===== config.mk =====
export PLATFORM = sky130hd
export DESIGN_NAME = fetch_unit
export DESIGN_NICKNAME = d
export VERILOG_FILES = /design/src/rtl/fetch_unit.sv
export SDC_FILE = /design/constraint.sdc
export NUM_CORES = 1
export LEC_CHECK = 0
export ABC_CLOCK_PERIOD_IN_PS = 6340
export CORE_ASPECT_RATIO = 0.7
export CORE_UTILIZATION = 56
export DETAILED_ROUTE_END_ITERATION = 6
export HOLD_SLACK_MARGIN = 0.05
export PLACE_DENSITY = 0.86
export SETUP_SLACK_MARGIN = 0.5
export SLEW_MARGIN = 20
export SYNTH_ARGS = -nofsm -noshare
export SYNTH_HDL_FRONTEND = slang
export SYNTH_SLANG_ARGS = --single-unit

===== constraint.sdc =====
create_clock -name clk -period 6.34 [get_ports clk]
set_clock_uncertainty 0.1 [all_clocks]
set_input_delay 1.585 -clock clk [delete_from_list [all_inputs] [get_ports clk]]
set_output_delay 1.585 -clock clk [all_outputs]
set_load 0.05 [all_outputs]

===== src/rtl/fetch_unit.sv =====
// In-order IF stage: credit-limited pipelined fetch, BUF_DEPTH-entry PC/inst buffer, redirect flush, sticky exit.
// Accept->if_valid = memory latency + 1; ID backpressure holds the head stable and throttles requests via credit.
module fetch_unit #(
  parameter int unsigned         WORD_LEN   = 32,
  parameter logic [WORD_LEN-1:0] START_ADDR = '0,
  parameter int unsigned         PC_STEP    = 4,
  parameter int unsigned         BUF_DEPTH  = 4,
  parameter logic [WORD_LEN-1:0] EXIT_INST  = 32'h34333231
) (
  input  logic                clk,
  input  logic                rst_n,
  output logic                imem_req,
  output logic [WORD_LEN-1:0] imem_addr,
  input  logic                imem_ready,
  input  logic                imem_rvalid,
  input  logic [WORD_LEN-1:0] imem_rdata,
  input  logic                redirect_valid,
  input  logic [WORD_LEN-1:0] redirect_pc,
  output logic                if_valid,
  output logic [WORD_LEN-1:0] if_inst,
  output logic [WORD_LEN-1:0] if_pc,
  input  logic                id_ready,
  output logic                exit
);

  localparam int CW = $clog2(BUF_DEPTH + 1);
  localparam int AW = $clog2(BUF_DEPTH);
  localparam logic [CW:0]         DEPTH_W = (CW + 1)'(BUF_DEPTH);
  localparam logic [WORD_LEN-1:0] STEP    = WORD_LEN'(PC_STEP);

  logic [WORD_LEN-1:0] fetch_pc, resp_pc;
  logic [WORD_LEN-1:0] buf_inst [BUF_DEPTH];
  logic [WORD_LEN-1:0] buf_pc   [BUF_DEPTH];
  logic [AW-1:0]       rd_ptr, wr_ptr;
  logic [CW-1:0]       count, inflight, discard;
  logic [CW:0]         occupancy;
  logic                started;
  logic                transfer, exit_hit, redir, accept, rsp_take, push, pop;

  assign occupancy = {1'b0, count} + {1'b0, inflight};
  assign imem_req  = started && !exit && !redirect_valid && (occupancy < DEPTH_W);
  assign imem_addr = fetch_pc;
  assign accept    = imem_req && imem_ready;

  assign if_valid  = !exit && (count != '0);
  assign if_inst   = if_valid ? buf_inst[rd_ptr] : '0;
  assign if_pc     = if_valid ? buf_pc[rd_ptr]   : '0;

  assign transfer  = if_valid && id_ready;
  assign exit_hit  = transfer && (if_inst == EXIT_INST);
  // An exit seen this cycle wins over a simultaneous redirect.
  assign redir     = redirect_valid && !exit && !exit_hit;

  // Responses only retire against an outstanding request; stray rvalid is ignored.
  assign rsp_take  = imem_rvalid && (inflight != '0);
  assign push      = rsp_take && (discard == '0) && !exit && !redir;
  assign pop       = transfer && !redir;

  always_ff @(posedge clk) begin
    if (push) begin
      buf_inst[wr_ptr] <= imem_rdata;
      buf_pc[wr_ptr]   <= resp_pc;
    end
  end

  always_ff @(posedge clk or negedge rst_n) begin
    if (!rst_n) begin
      started  <= 1'b0;
      fetch_pc <= START_ADDR;
      resp_pc  <= START_ADDR;
      rd_ptr   <= '0;
      wr_ptr   <= '0;
      count    <= '0;
      inflight <= '0;
      discard  <= '0;
      exit     <= 1'b0;
    end else begin
      started  <= 1'b1;
      inflight <= inflight + CW'(accept) - CW'(rsp_take);
      if (exit_hit) exit <= 1'b1;
      if (redir) begin
        fetch_pc <= redirect_pc;
        resp_pc  <= redirect_pc;
        rd_ptr   <= '0;
        wr_ptr   <= '0;
        count    <= '0;
        // Everything still outstanding after this cycle's response belongs to the old path.
        discard  <= inflight - CW'(rsp_take);
      end else begin
        if (accept) fetch_pc <= fetch_pc + STEP;
        if (rsp_take && (discard != '0)) discard <= discard - CW'(1);
        if (push) begin
          resp_pc <= resp_pc + STEP;
          wr_ptr  <= wr_ptr + AW'(1);
        end
        if (pop) rd_ptr <= rd_ptr + AW'(1);
        count <= count + CW'(push) - CW'(pop);
      end
    end
  end

endmodule

### Yosys cells after proc, flatten, opt, wreduce, memory -nomap -nowiden

Memory sizes are Yosys's and may differ from the RTL's.
Index checks and enable logic that the tools add are counted.

| operators by class | value |
|---|---|
| equal/unequal tests | 1 |
| muxes and demuxes | 15 |
| $add $sub $neg | 11 |
| reduce and logical (&&, ||, !) cells | 27 |
| $lt $le $gt $ge | 1 |

Operators by type and width:

| kind | count |
|---|---|
| two-way mux 32 bit | 6 |
| adder 32 x 3 -> 32 bit, second input constant | 2 |
| equality test 32 x 30 -> 1 bit, second input constant | 1 |
| logical AND 1 bit | 15 |
| two-way mux 3 bit | 3 |
| nonzero test 3 bit | 3 |
| subtractor 3 x 1 -> 3 bit | 3 |
| two-way mux 2 bit | 4 |
| nonzero test 2 bit | 4 |
| adder 3 x 1 -> 3 bit | 2 |
| adder 2 x 1 -> 2 bit, second input constant | 2 |
| adder 3 x 3 -> 4 bit | 1 |
| logical NOT 1 bit | 4 |
| < comparator 4 x 3 -> 1 bit, second input constant | 1 |
| logical NOT 3 bit | 1 |
| subtractor 3 x 1 -> 3 bit, second input constant | 1 |
| two-way mux 1 bit | 2 |

| storage, ports and cells | value |
|---|---|
| logic and storage cells | 66 |
| register bits | 79 |
| output and inout bits | 99 |
| memories | 2 |
| RAM bits | 256 |

Memories:

| memory | words | width | read ports | clocked after Yosys merged registers in | write ports | RTL line | source |
|---|---|---|---|---|---|---|---|
| buf_inst | 4 | 32 | 1 | 0 | 1 | 32 | `logic [WORD_LEN-1:0] buf_inst [BUF_DEPTH];` |
| buf_pc | 4 | 32 | 1 | 0 | 1 | 33 | `logic [WORD_LEN-1:0] buf_pc [BUF_DEPTH];` |

### Logic depth before layout (Yosys ltp)

Gate-level depths: netlist (run 1).

| depth | value |
|---|---|
| depth in word-level cells | 12 |
| depth in mapped cells | 17 |
| mapped depth without buffers | 13 |

### Worst setup path before layout (run 1)

No wires, ideal clock.

| timing | value |
|---|---|
| kind | register -> register |
| from | register rd_ptr[0] |
| to | memory buf_inst[0][0], enable pin |
| clock period less this slack | 4.806 ns |
| data required time | 5.811 ns |
| data arrival time | 4.277 ns |
| setup slack | 1.534 ns |
| stages on the path, launching flop included | 10 |
| cells stage by stage | dfrtp_1 buf_6 buf_2 buf_2 mux4_2 nor4_1 nand4_1 o311ai_4 buf_6 and3_1 |

| on the way | value |
|---|---|
| longest elaborated chain between the ends | 10 |

Ends and longest elaborated chain:

| element | RTL line | source |
|---|---|---|
| start, declared | 34 | `logic [AW-1:0] rd_ptr, wr_ptr;` |
| start signal, assigned | 96 | `if (pop) rd_ptr <= rd_ptr + AW'(1);` |
| memory read (4 x 32 bit) | -- |  |
| two-way mux 32 bit | 46 | `assign if_inst = if_valid ? buf_inst[rd_ptr] : '0;` |
| equality test 32 x 30 -> 1 bit | 50 | `assign exit_hit = transfer && (if_inst == EXIT_INST);` |
| logical AND 1 bit | 50 |  |
| logical NOT 1 bit | 52 | `assign redir = redirect_valid && !exit && !exit_hit;` |
| logical AND 1 bit | 52 |  |
| logical NOT 1 bit | 56 | `assign push = rsp_take && (discard == '0) && !exit && !redir;` |
| logical AND 1 bit | 56 |  |
| two-way mux 1 bit | 60 | `if (push) begin` |
| two-way mux 1 bit (not written as such) | 61 | `buf_inst[wr_ptr] <= imem_rdata;` |
| end, declared | 32 |  |

No other way between the ends.

### Final worst setup path (run 1)

| timing | value |
|---|---|
| from | input redirect_valid |
| to | output imem_req |

| on the way | value |
|---|---|
| longest elaborated chain between the ends | 3 |

Ends and longest elaborated chain:

| element | RTL line | source |
|---|---|---|
| start, declared | 17 | `input logic redirect_valid,` |
| logical NOT 1 bit | 41 | `assign imem_req = started && !exit && !redirect_valid && (occupancy < DEPTH_W);` |
| logical AND 1 bit (2 in series) | 41 |  |
| end, declared | 12 | `output logic imem_req,` |

No other way between the ends.

==> impl_summary.txt, run 1 <==
----------------------------------------------------
[Run status]
  Result of the run ... finished, violations left
  Failing checks ... DRC

[Global routing]
  Overall global routing resource usage ... 0.2471
  Maximum number of pins on one net before global-route repair ... 69
  First-pass GRT wire length ... just under 50,000 um
  Antenna violations before repair ... 2
  Via count of the first global-routing pass ... ~8,600
  Overall overflow remaining after global route ... 0

[Yosys]
  Async SR Flop Fraction ... 0.2358
  Seq/Total Area, Yosys ... 0.6728
  Synth warnings ... 0
  Register bit total from synthesis ... roughly 340
  Most used standard cell by instance count after synthesis ... edfxtp_1
  Top post-synthesis cells by count ... edfxtp_1 (256), dfrtp_1 (79), and3_1 (78)
  Portion of synthesized cell area occupied by the leading cell type ... 0.5352
  Post-synthesis instance area ... approximately 0.014 mm2
  Mean instance size in the synthesized netlist ... 17.06 um2
  Synthesized netlist net count ... 930
  Synth Instances ... approximately 840
  Number of synthesized flops with an enable pin ... around 260
  Leading cell types by total area after synthesis ... edfxtp_1 (54%), dfrtp_1 (14%), mux4_2 (10%), mux2_2 (4.4%), and3_1 (3.4%)
  Most used flip-flop cell after synthesis ... edfxtp_1
  Post-synth top area cell ... edfxtp_1
  Number of distinct standard cells referenced by the synthesized netlist ... 41

[Timing]
  Worst setup slack after layout ... slightly above 0.9 ns
  Worst slew slack as a fraction of its limit ... 0.3725
  Highest clock rate ... between 150 and 200 MHz
  Slew at the pin with the worst max-slew slack ... approximately 0.94 ns
  Total count of hold-check failures in the final report ... 0
  Setup_tns ... 0 ns
  Final critical-path required period ... between 5 and 6 ns
  Number of max-slew violations in the final report ... 0
  Setup repair after global routing missed its margin ... false
  Final setup violation count ... 0
  Fin crit share ... 0.8569

[Power and ir drop]
  Overall power after layout ... around 4600 uW
  Power per unit of standard cell area ... around 260 mW/mm2
  Static Leak ... around 0.0069 uW
  Largest voltage drop on the vdd net ... between 0.15 and 0.2 mV

[Clock tree]
  Total number of clock tree sinks ... ~340
  Max Buffers Root-to-Sink ... 3
  Post-CTS Hold Fix Bufs ... 0
  H-tree depth ... 1
  TritonCTS buffer count ... 31
  Resized cells post-CTS ... 0
  Latest clock arrival within the worst-skew pair ... 0.55 ns
  Clock tree from TritonCTS ... yes
  Clock edge transition at the registers on the reported setup and hold paths ... around 0.060 ns
  Post-CTS Repair Setup Buffers ... 0
  CTS root buffer ... clkbuf_16

[Floorplan]
  I/O pin total ... 169
  DIE WIDTH ... a little under 200 um
  Rows ... between 40 and 50
  Placeable core area ... ~0.025 mm2
  Y dimension of the die ... ~140 um
  Initial Util ... 0.5763
  Total Die Area ... about 0.026 mm2

[Detailed routing]
  Total number of vias ... between 8,000 and 9,000
  WL per Instance ... ~23 um
  Total Wirelength ... roughly 31,000 um
  Initial drt markers ... between 600 and 700
  Number of nets with antenna violations after detailed routing ... 0
  Ratio of routed vias to standard cells ... around 6
  Count of TritonRoute iterations in the first routing pass ... 7
  DRC Markers ... 8

[Worst hold path]
  Hold depth ... 1
  Worst hold endpoint ... imem_addr[0]
  Class of the tightest hold or removal check ... reg2reg
  Worst min-delay path startpoint ... imem_addr[0]

[Setup path]
  End of the worst register-to-register path ... count[2]
  Most frequent cell on the critical path ... clkdlybuf4s50_1
  CP peak stage delay ... between 0.8 and 0.9 ns
  Cell with the largest stage delay on the worst path ... clkdlybuf4s50_1
  Worst flop-to-flop path startpoint ... rd_ptr[0]
  Worst path cell trace ... clkdlybuf4s50_1 -> nor4b_1 -> and3_1 -> clkdlybuf4s50_1
  Cell depth of the worst flop-to-flop path ... 15
  Endpoint type of the worst setup path ... output port
  Arr. time, crit path ... between 3 and 4 ns
  Endpoint required time on the critical path ... 4.66 ns
  Max Fanout on Critical Path ... 4
  R2R Setup Slk ... approximately 1.3 ns
  Classification of the worst setup path ... in2out
  Kind of start point of the critical path ... input port

[Final layout]
  Fraction of the core area covered by cells at the end of the flow ... 0.7044
  Number of fillers in the final layout ... 1,585
  Layout cells sized above 1 ... 0.1954
  Post-layout nets ... between 1,000 and 1,500
  Synthesis-to-layout area growth ... 22.22%

[Placed design]
  Weighted congestion reported at the end of routability-driven placement ... 0.8010
  HPWL reported at the end of detailed placement ... roughly 20,000 um
  Number of port buffers ... between 150 and 200
  Setup WS pre-CTS ... between 0.9 and 1 ns

[Job]
  Maximum capacitance violations ... 0

----------------------------------------------------
==> placed cells by master, fill, tap and decap left out, drive strengths merged, types with 2 or more instances in the layout <==
cell type	instances
xor2	25
mux2	66
nand2	20
nand3	19
nor2	11
edfxtp	256
fa	2
o31ai	2
and4b	2
ha	16
nor4b	2
mux4	64
and2	7
xnor2	42
bufinv	7
inv	24
nor3	10
nor2b	3
and4	9
clkinv	13
clkbuf	35
or4	2
nand4	27
buf	19
dfrtp	79
a21oi	2
nor4	16
mux2i	3
and3	78
clkdlybuf4s50	167
or3	2
==> cells by family after synthesis <==
kind of cell	after synthesis	share of synthesized area
compound gates	9	0.005575
xor+xnor	67	0.04085
fa+ha+maj	18	0.01672
buf+inv	69	0.02273
flops	335	0.6728
mux	133	0.1542
other cells	1	0.0002611
simple gates	210	0.08685
==> report_power, final <==
group	leakage (uW)	switching [uW]	internal [uW]
Combinational	0.00271	96.2	92.3
Sequential	0.00368	22.2	2370
Clock	0.000548	795	1210
==> routing by layer <==
metal,wire (um),share of wire,track usage,vias to the layer above
met5,0,0,0,-
met4,553,0.018,0.05422,0
met3,1973,0.063,0.03895,47
met2,15240,0.49,0.4082,299
met1,13620,0.43,0.3527,4234
li1,-,-,-,3636
==> final cells by class <==
class	instances	area (um2)	share of cell area
sequential	335	9669	0.5508
antenna	1	2.502	0.0001425
multi-input combinational	438	4409	0.2512
clock buffer	35	820.8	0.04675
clock inverter	22	289.0	0.01646
inverter	23	86.33	0.004918
timing repair buffer	186	1872	0.1066
tap	325	406.6	0.02316
==> critical path: cells and delay by family <==
kind | cells | cell delay (ns)
buffers and inverters | 2 | 1.32
and+or+nand+nor | 2 | 0.83
==> through the flow <==
stage          instance area [um2]  hold WS (ns)  std cells
3_3_place_gp                 16430        0.3853       1306
4_1_cts                      17540        0.4117       1363
2_1_floorplan                14360        0.3709        842
3_5_place_dp                 16430        0.3949       1306
6_report                     17560        0.4053       1365
5_1_grt                      17560        0.4338       1365
==> how the worst max path moves through the flow <==
| stage | from | end | slack [ns] | cells after the start |
|---|---|---|---|---|
| floorplan | rd_ptr[0] | buf_inst[0][0] | 1.53 | 9 |
| global placement | redirect_valid | imem_req | 0.85 | 4 |
| detailed placement | redirect_valid | imem_req | 0.91 | 4 |
| CTS | redirect_valid | imem_req | 0.90 | 4 |
| global route | redirect_valid | imem_req | 0.77 | 4 |
| finish | redirect_valid | imem_req | 0.91 | 4 |
==> state kept, by name (all words and copies together) (netlist names) <==
signal     flops
buf_pc       128
discard        3
resp_pc       32
buf_inst     128
count          3
started        1
inflight       3
wr_ptr         2
rd_ptr         2
exit           1
imem_addr     32
(Power assumes the default switching activity.)
==> run 2: changes to the inputs <==
ABC_CLOCK_PERIOD_IN_PS = 5700   (was 6340)
GPL_TIMING_DRIVEN = 0   (was default)
clock period = 5.7 ns   (was 6.34 ns; I/O delays follow)
==> run 2 against run 1 <==
The run still ends with DRC left. Clock power is 3% lower. Die area stayed put. Routed wire length is 4.1% higher. First-iteration DRC count is 4.2% higher. Non-clock buffer count is 34 higher. Sequential share of layout area is 0.27 points lower. Total power is 4.5% higher. Largest cell class unchanged.
==> impl_summary.txt, run 2 (synthesis gave the netlist of run 1 again) <==
----------------------------------------------------
[Run status]
  Result of the run ... finished, violations left
  Failing checks ... DRC

[Floorplan]
  Rows ... 48
  Y dimension of the die ... approximately 140 um
  Placeable core area ... between 0.02 and 0.025 mm2
  Initial Util ... 0.5763
  Total Die Area ... 0.02630 mm2
  DIE WIDTH ... just under 200 um
  I/O pin total ... between 150 and 200

[Timing]
  Final critical-path required period ... slightly above 5 ns
  Worst slew slack as a fraction of its limit ... 0.3996
  Fin crit share ... 0.8834
  Highest clock rate ... a little under 200 MHz
  Total count of hold-check failures in the final report ... 0
  Setup repair after global routing missed its margin ... true
  Setup_tns ... 0 ns
  WHS ... about 0.4 ns
  Slew at the pin with the worst max-slew slack ... just under 0.9 ns
  Number of max-slew violations in the final report ... 0
  Final setup violation count ... 0

[Detailed routing]
  Number of nets with antenna violations after detailed routing ... 0
  Count of TritonRoute iterations in the first routing pass ... 7
  Total Wirelength ... 32,660 um
  WL per Instance ... around 23 um
  Initial drt markers ... just over 700
  Ratio of routed vias to standard cells ... 6.029
  DRC Markers ... 16
  Total number of vias ... approximately 8,400

[Global routing]
  Overall overflow remaining after global route ... 0
  Antenna violations before repair ... 0
  Via count of the first global-routing pass ... between 8,000 and 9,000
  First-pass GRT wire length ... between 40,000 and 50,000 um
  Maximum number of pins on one net before global-route repair ... 48
  Overall global routing resource usage ... 0.2525

[Final layout]
  Post-route standard cell area excluding fillers ... between 0.015 and 0.02 mm2
  Largest registers ranked by flip-flop count ... buf_inst: 128 flops, buf_pc: 128 flops
  Combined area of the multi-input logic cells ... around 0.0044 mm2
  Footprint of the flip-flops and latches ... just under 0.01 mm2
  Number of fillers in the final layout ... 1,601
  Commonest non-fill, non-tap cells in the layout ... edfxtp_1 (256), clkdlybuf4s50_1 (140), dfrtp_1 (79)
  Fraction of the core area covered by cells at the end of the flow ... 0.7075
  Synthesis-to-layout area growth ... 22.77%
  Post-layout nets ... 1,137
  Leading cell type in the layout, fill and taps excluded ... edfxtp_1
  Layout cells sized above 1 ... 0.1931

[Placed design]
  Weighted congestion reported at the end of routability-driven placement ... around 0.87
  HPWL reported at the end of detailed placement ... between 20,000 and 25,000 um
  Instance area after placement ... ~0.017 mm2
  Number of port buffers ... ~170

[Job]
  Maximum capacitance violations ... 0

[Clock tree]
  Post-CTS Hold Fix Bufs ... 0
  TritonCTS buffer count ... 31
  CTS root buffer ... clkbuf_16
  Max Buffers Root-to-Sink ... 3
  H-tree depth ... 1
  Clock edge transition at the registers on the reported setup and hold paths ... about 0.060 ns
  Clock tree from TritonCTS ... yes
  Latest clock arrival within the worst-skew pair ... between 0.5 and 0.6 ns
  Total number of clock tree sinks ... 335

[Setup path]
  Max Fanout on Critical Path ... 4
  Arr. time, crit path ... 3.51 ns
  Classification of the worst setup path ... in2out
  Kind of start point of the critical path ... input port
  Endpoint type of the worst setup path ... output port
  Endpoint required time on the critical path ... around 4.2 ns

[Power and ir drop]
  Static Leak ... 0.007392 uW
  Largest voltage drop on the vdd net ... about 0.21 mV
  Power per unit of standard cell area ... about 270 mW/mm2
  Overall power after layout ... ~4800 uW

[Worst hold path]
  Class of the tightest hold or removal check ... reg2reg

----------------------------------------------------
==> run 2: metal layers <==
metal / GRT usage / share of wire / wire length (um) / up-vias
li1: - / - / - / 3722
met1: 0.3764 / 0.45 / 14600 / 4331
met2: 0.3903 / 0.47 / 15230 / 327
met3: 0.04391 / 0.068 / 2209 / 49
met4: 0.06533 / 0.019 / 616 / 0
met5: 0 / 0 / 0 / -
==> run 2: final timing paths <==
kind                                     end  slack [ns]  cells after the start      startpoint
worst min-delay path            imem_addr[0]        0.40                      1    imem_addr[0]
min in group asynchronous       imem_addr[8]        0.72                      1           rst_n
worst min register to register  imem_addr[0]        0.40                      1    imem_addr[0]
worst max register to register      count[2]        0.83                     16       rd_ptr[1]
max in group asynchronous        resp_pc[25]        4.17                      2           rst_n
worst max-delay path                imem_req        0.66                      4  redirect_valid
==> run 2: cell type report <==
class,count,share of cell area
diodes,1,0.0001419
multi-input cells,438,0.2498
repair buffers,174,0.1052
clock buffers,31,0.04399
inverters,23,0.004896
plain buffers,46,0.01490
well taps,325,0.02306
clock inverters,25,0.01000
flip-flops and latches,335,0.5480
==> run 2: power by group <==
group          internal (uW)  total, uW  switching [uW]
clock network           1040       1940             891
registers               2640       2660            23.5
logic                    101        199            98.4
total                   3780       4800            1010
==> run 2: timing repair <==
item                       CTS  global route
pin swaps                    0             1
setup endpoints to repair   31            26
setup buffers                0             1
resized for setup           25            25
==> run 2: worst max-delay path: stages <==
cell,delay (ns)
clkdlybuf4s50_1,0.52
nor4b_2,0.46
and3_1,0.28
clkdlybuf4s50_1,0.82
==> run 2: through the flow <==
stage,instances,setup slack [ns]
after detailed placement,1340,0.2840
after CTS,1396,0.5433
after global routing,1397,0.4345
after global placement,1335,-1.179
after floorplan,842,0.8940
final,1398,0.6645
==> run 3: changes to the inputs <==
CORE_UTILIZATION = 45   (was 56)
PLACE_DENSITY = 0.66   (was 0.86)
==> run 3 against run 2 <==
Highest routed layer unchanged. The run now ends clean. Global-route usage down 4.1 points. Via count down 1.4%. Setup slack worse by 0.019 ns. First-iteration DRC count down 22%.
==> impl_summary.txt, run 3 (synthesis gave the netlist of run 1 again) <==
----------------------------------------------------
[Setup path]
  End of the worst register-to-register path ... count[2]
  Worst flop-to-flop path startpoint ... rd_ptr[1]
  Cell with the largest stage delay on the worst path ... clkdlybuf4s50_1
  Endpoint type of the worst setup path ... output port
  Classification of the worst setup path ... in2out
  Number of buffer and inverter stages on the critical path ... 2
  Most frequent cell on the critical path ... clkdlybuf4s50_1
  Worst path cell trace ... clkdlybuf4s50_1 -> nor4b_2 -> and3_1 -> clkdlybuf4s50_1
  Endpoint required time on the critical path ... 4.18 ns
  Cell depth of the worst flop-to-flop path ... 16
  Max Fanout on Critical Path ... 4
  Arr. time, crit path ... approximately 3.5 ns
  CP peak stage delay ... between 0.8 and 0.9 ns
  Kind of start point of the critical path ... input port
  Logic depth of the worst path, buffers included ... 4
  R2R Setup Slk ... between 0.7 and 0.8 ns
  Top Family by Delay on Critical Path ... buffers and inverters

[Power and ir drop]
  Overall power after layout ... 5093 uW
  Switching pwr ... ~1000 uW
  Power per unit of standard cell area ... between 200 and 300 mW/mm2
  Portion of total power attributed to combinational logic ... 0.039
  Part of the total power dissipated in sequential elements ... 0.523
  Largest voltage drop on the vdd net ... 0.2163 mV
  Switching part of the total ... 0.2024
  Clock power frac ... 0.438
  Static Leak ... between 0.007 and 0.008 uW
  Cell Int Power ... ~4100 uW

[Floorplan]
  Placeable core area ... approximately 0.031 mm2
  Y dimension of the die ... roughly 150 um
  Initial Util ... 0.4592
  I/O pin total ... 169
  Total Die Area ... about 0.033 mm2
  DIE WIDTH ... between 200 and 250 um
  Rows ... 54

[Clock tree]
  Clock tree from TritonCTS ... yes
  H-tree depth ... 2
  Latest clock arrival within the worst-skew pair ... around 0.52 ns
  CTS root buffer ... clkbuf_16
  Post-CTS Hold Fix Bufs ... 0
  Clock edge transition at the registers on the reported setup and hold paths ... 0.06 ns
  Max Buffers Root-to-Sink ... 3
  TritonCTS buffer count ... 35
  Total number of clock tree sinks ... roughly 340

[Timing]
  Highest clock rate ... slightly below 200 MHz
  Worst setup slack after layout ... about 0.65 ns
  Fin crit share ... 0.8868
  Slew at the pin with the worst max-slew slack ... approximately 0.93 ns
  Worst slew slack as a fraction of its limit ... 0.3776
  Number of max-slew violations in the final report ... 0
  Total count of hold-check failures in the final report ... 0
  Setup repair after global routing missed its margin ... true
  WHS ... 0.4053 ns
  Final setup violation count ... 0
  Setup_tns ... 0 ns
  Final critical-path required period ... between 5 and 6 ns

[Final layout]
  Largest registers ranked by flip-flop count ... buf_inst: 128 flops, buf_pc: 128 flops
  Leading cell type in the layout, fill and taps excluded ... edfxtp_1
  Layout cells sized above 1 ... 0.1918
  Post-layout nets ... between 1,000 and 1,500
  Commonest non-fill, non-tap cells in the layout ... edfxtp_1 (256), clkdlybuf4s50_1 (144), dfrtp_1 (79)
  Synthesis-to-layout area growth ... 24.71%
  Post-route standard cell area excluding fillers ... around 0.018 mm2

[Detailed routing]
  WL per Instance ... about 23 um
  Number of nets with antenna violations after detailed routing ... 0
  Initial drt markers ... between 500 and 600
  Ratio of routed vias to standard cells ... ~5.5
  DRC Markers ... 0
  Total Wirelength ... roughly 34,000 um
  Count of TritonRoute iterations in the first routing pass ... 5
  Total number of vias ... 8,315

[Worst hold path]
  Worst min-delay path startpoint ... imem_addr[0]
  Worst hold endpoint ... imem_addr[0]
  Hold depth ... 1
  Class of the tightest hold or removal check ... reg2reg

[Global routing]
  Antenna violations before repair ... 0
  First-pass GRT wire length ... slightly above 50,000 um
  Met2 capacity usage during global routing ... 0.3137
  Met1 demand-to-capacity share in global routing ... 0.3259
  Overall overflow remaining after global route ... 0
  Via count of the first global-routing pass ... 8,305
  Maximum number of pins on one net before global-route repair ... between 40 and 50
  Met3 usage in global routing ... 0.03693
  Busiest layer in global routing ... met1
  Overall global routing resource usage ... 0.2117

[Placed design]
  Number of port buffers ... ~170
  Setup WS pre-CTS ... between 0.2 and 0.3 ns
  HPWL reported at the end of detailed placement ... approximately 23,000 um
  Weighted congestion reported at the end of routability-driven placement ... 0.8009
  Instance area after placement ... roughly 0.017 mm2

[Job]
  Maximum capacitance violations ... 0

[Run status]
  Result of the run ... finished clean

----------------------------------------------------
==> run 3: cell count changes in the layout (fill, tap and decap cells not counted) <==
cell and delta:
bufinv_16 +2, clkbuf_1 +8, clkbuf_16 +6, clkdlybuf4s50_1 +4, clkinv_1 -1, clkinv_2 +2
clkinv_4 -2, clkinvlp_4 -6, dlygate4sd2_1 -1, dlymetal6s2s_1 -3, inv_6 -2
==> run 3: final cells by class <==
cell class,count,area (um2)
Multi-Input combinational cell,438,4405
Tap cell,420,525.5
Antenna cell,1,2.502
Buffer,46,262.8
Clock inverter,18,162.7
Timing Repair Buffer,174,1848
Inverter,23,86.33
Sequential cell,335,9664
Clock buffer,45,955.9
Fill cell,2456,13370
==> run 3: metal layers <==
layer  wire (um)  up-vias
met5           0        -
met1       16200     4309
li1            -     3730
met3        1949       49
met2       15170      227
met4         498        0
==> run 3: power by group through the flow <==
stage          logic (uW)  registers [uW]  clock network [uW]
2_1_floorplan        97.1            2710                   0
3_3_place_gp          191            2710                   0
3_5_place_dp          200            2710                   0
4_1_cts               201            2660                2280
5_1_grt               226            2660                2380
6_report              200            2660                2230
==> run 3: worst reg2reg max path, delay by kind of cell (launching register included) <==
kind,cells,cell delay (ns)
and+or+nand+nor,4,1.14
xor gates and xnor gates,2,0.27
DFF,1,0.38
muxes,1,0.46
buffers and inverters,5,1.27
adders and majority gates,3,0.76
AOI/OAI and AO/OA,1,0.44
==> run 3: what timing repair did <==
item	in CTS	in global routing
endpoints found under the setup margin	31	23
pin swaps	0	1
setup buffers	0	1
resized for setup	24	22
==> run 3: how the worst max path moves through the flow <==
stage	start	to	slack [ns]
4_1_cts	rd_ptr[1]	count[2]	0.52
5_1_grt	rd_ptr[1]	count[2]	0.47
2_1_floorplan	rd_ptr[0]	buf_inst[0][0]	0.89
6_report	redirect_valid	imem_req	0.65
3_3_place_gp	rd_ptr[1]	buf_pc[3][14]	-1.42
3_5_place_dp	rd_ptr[0]	if_pc[8]	0.28
==> run 3: per-stage QoR <==
stage,util,std cells
final,0.5726,1500
after global placement,0.5297,1430
after floorplan,-,842
after detailed placement,0.5337,1435
after CTS,0.5704,1498
after global routing,0.5726,1499
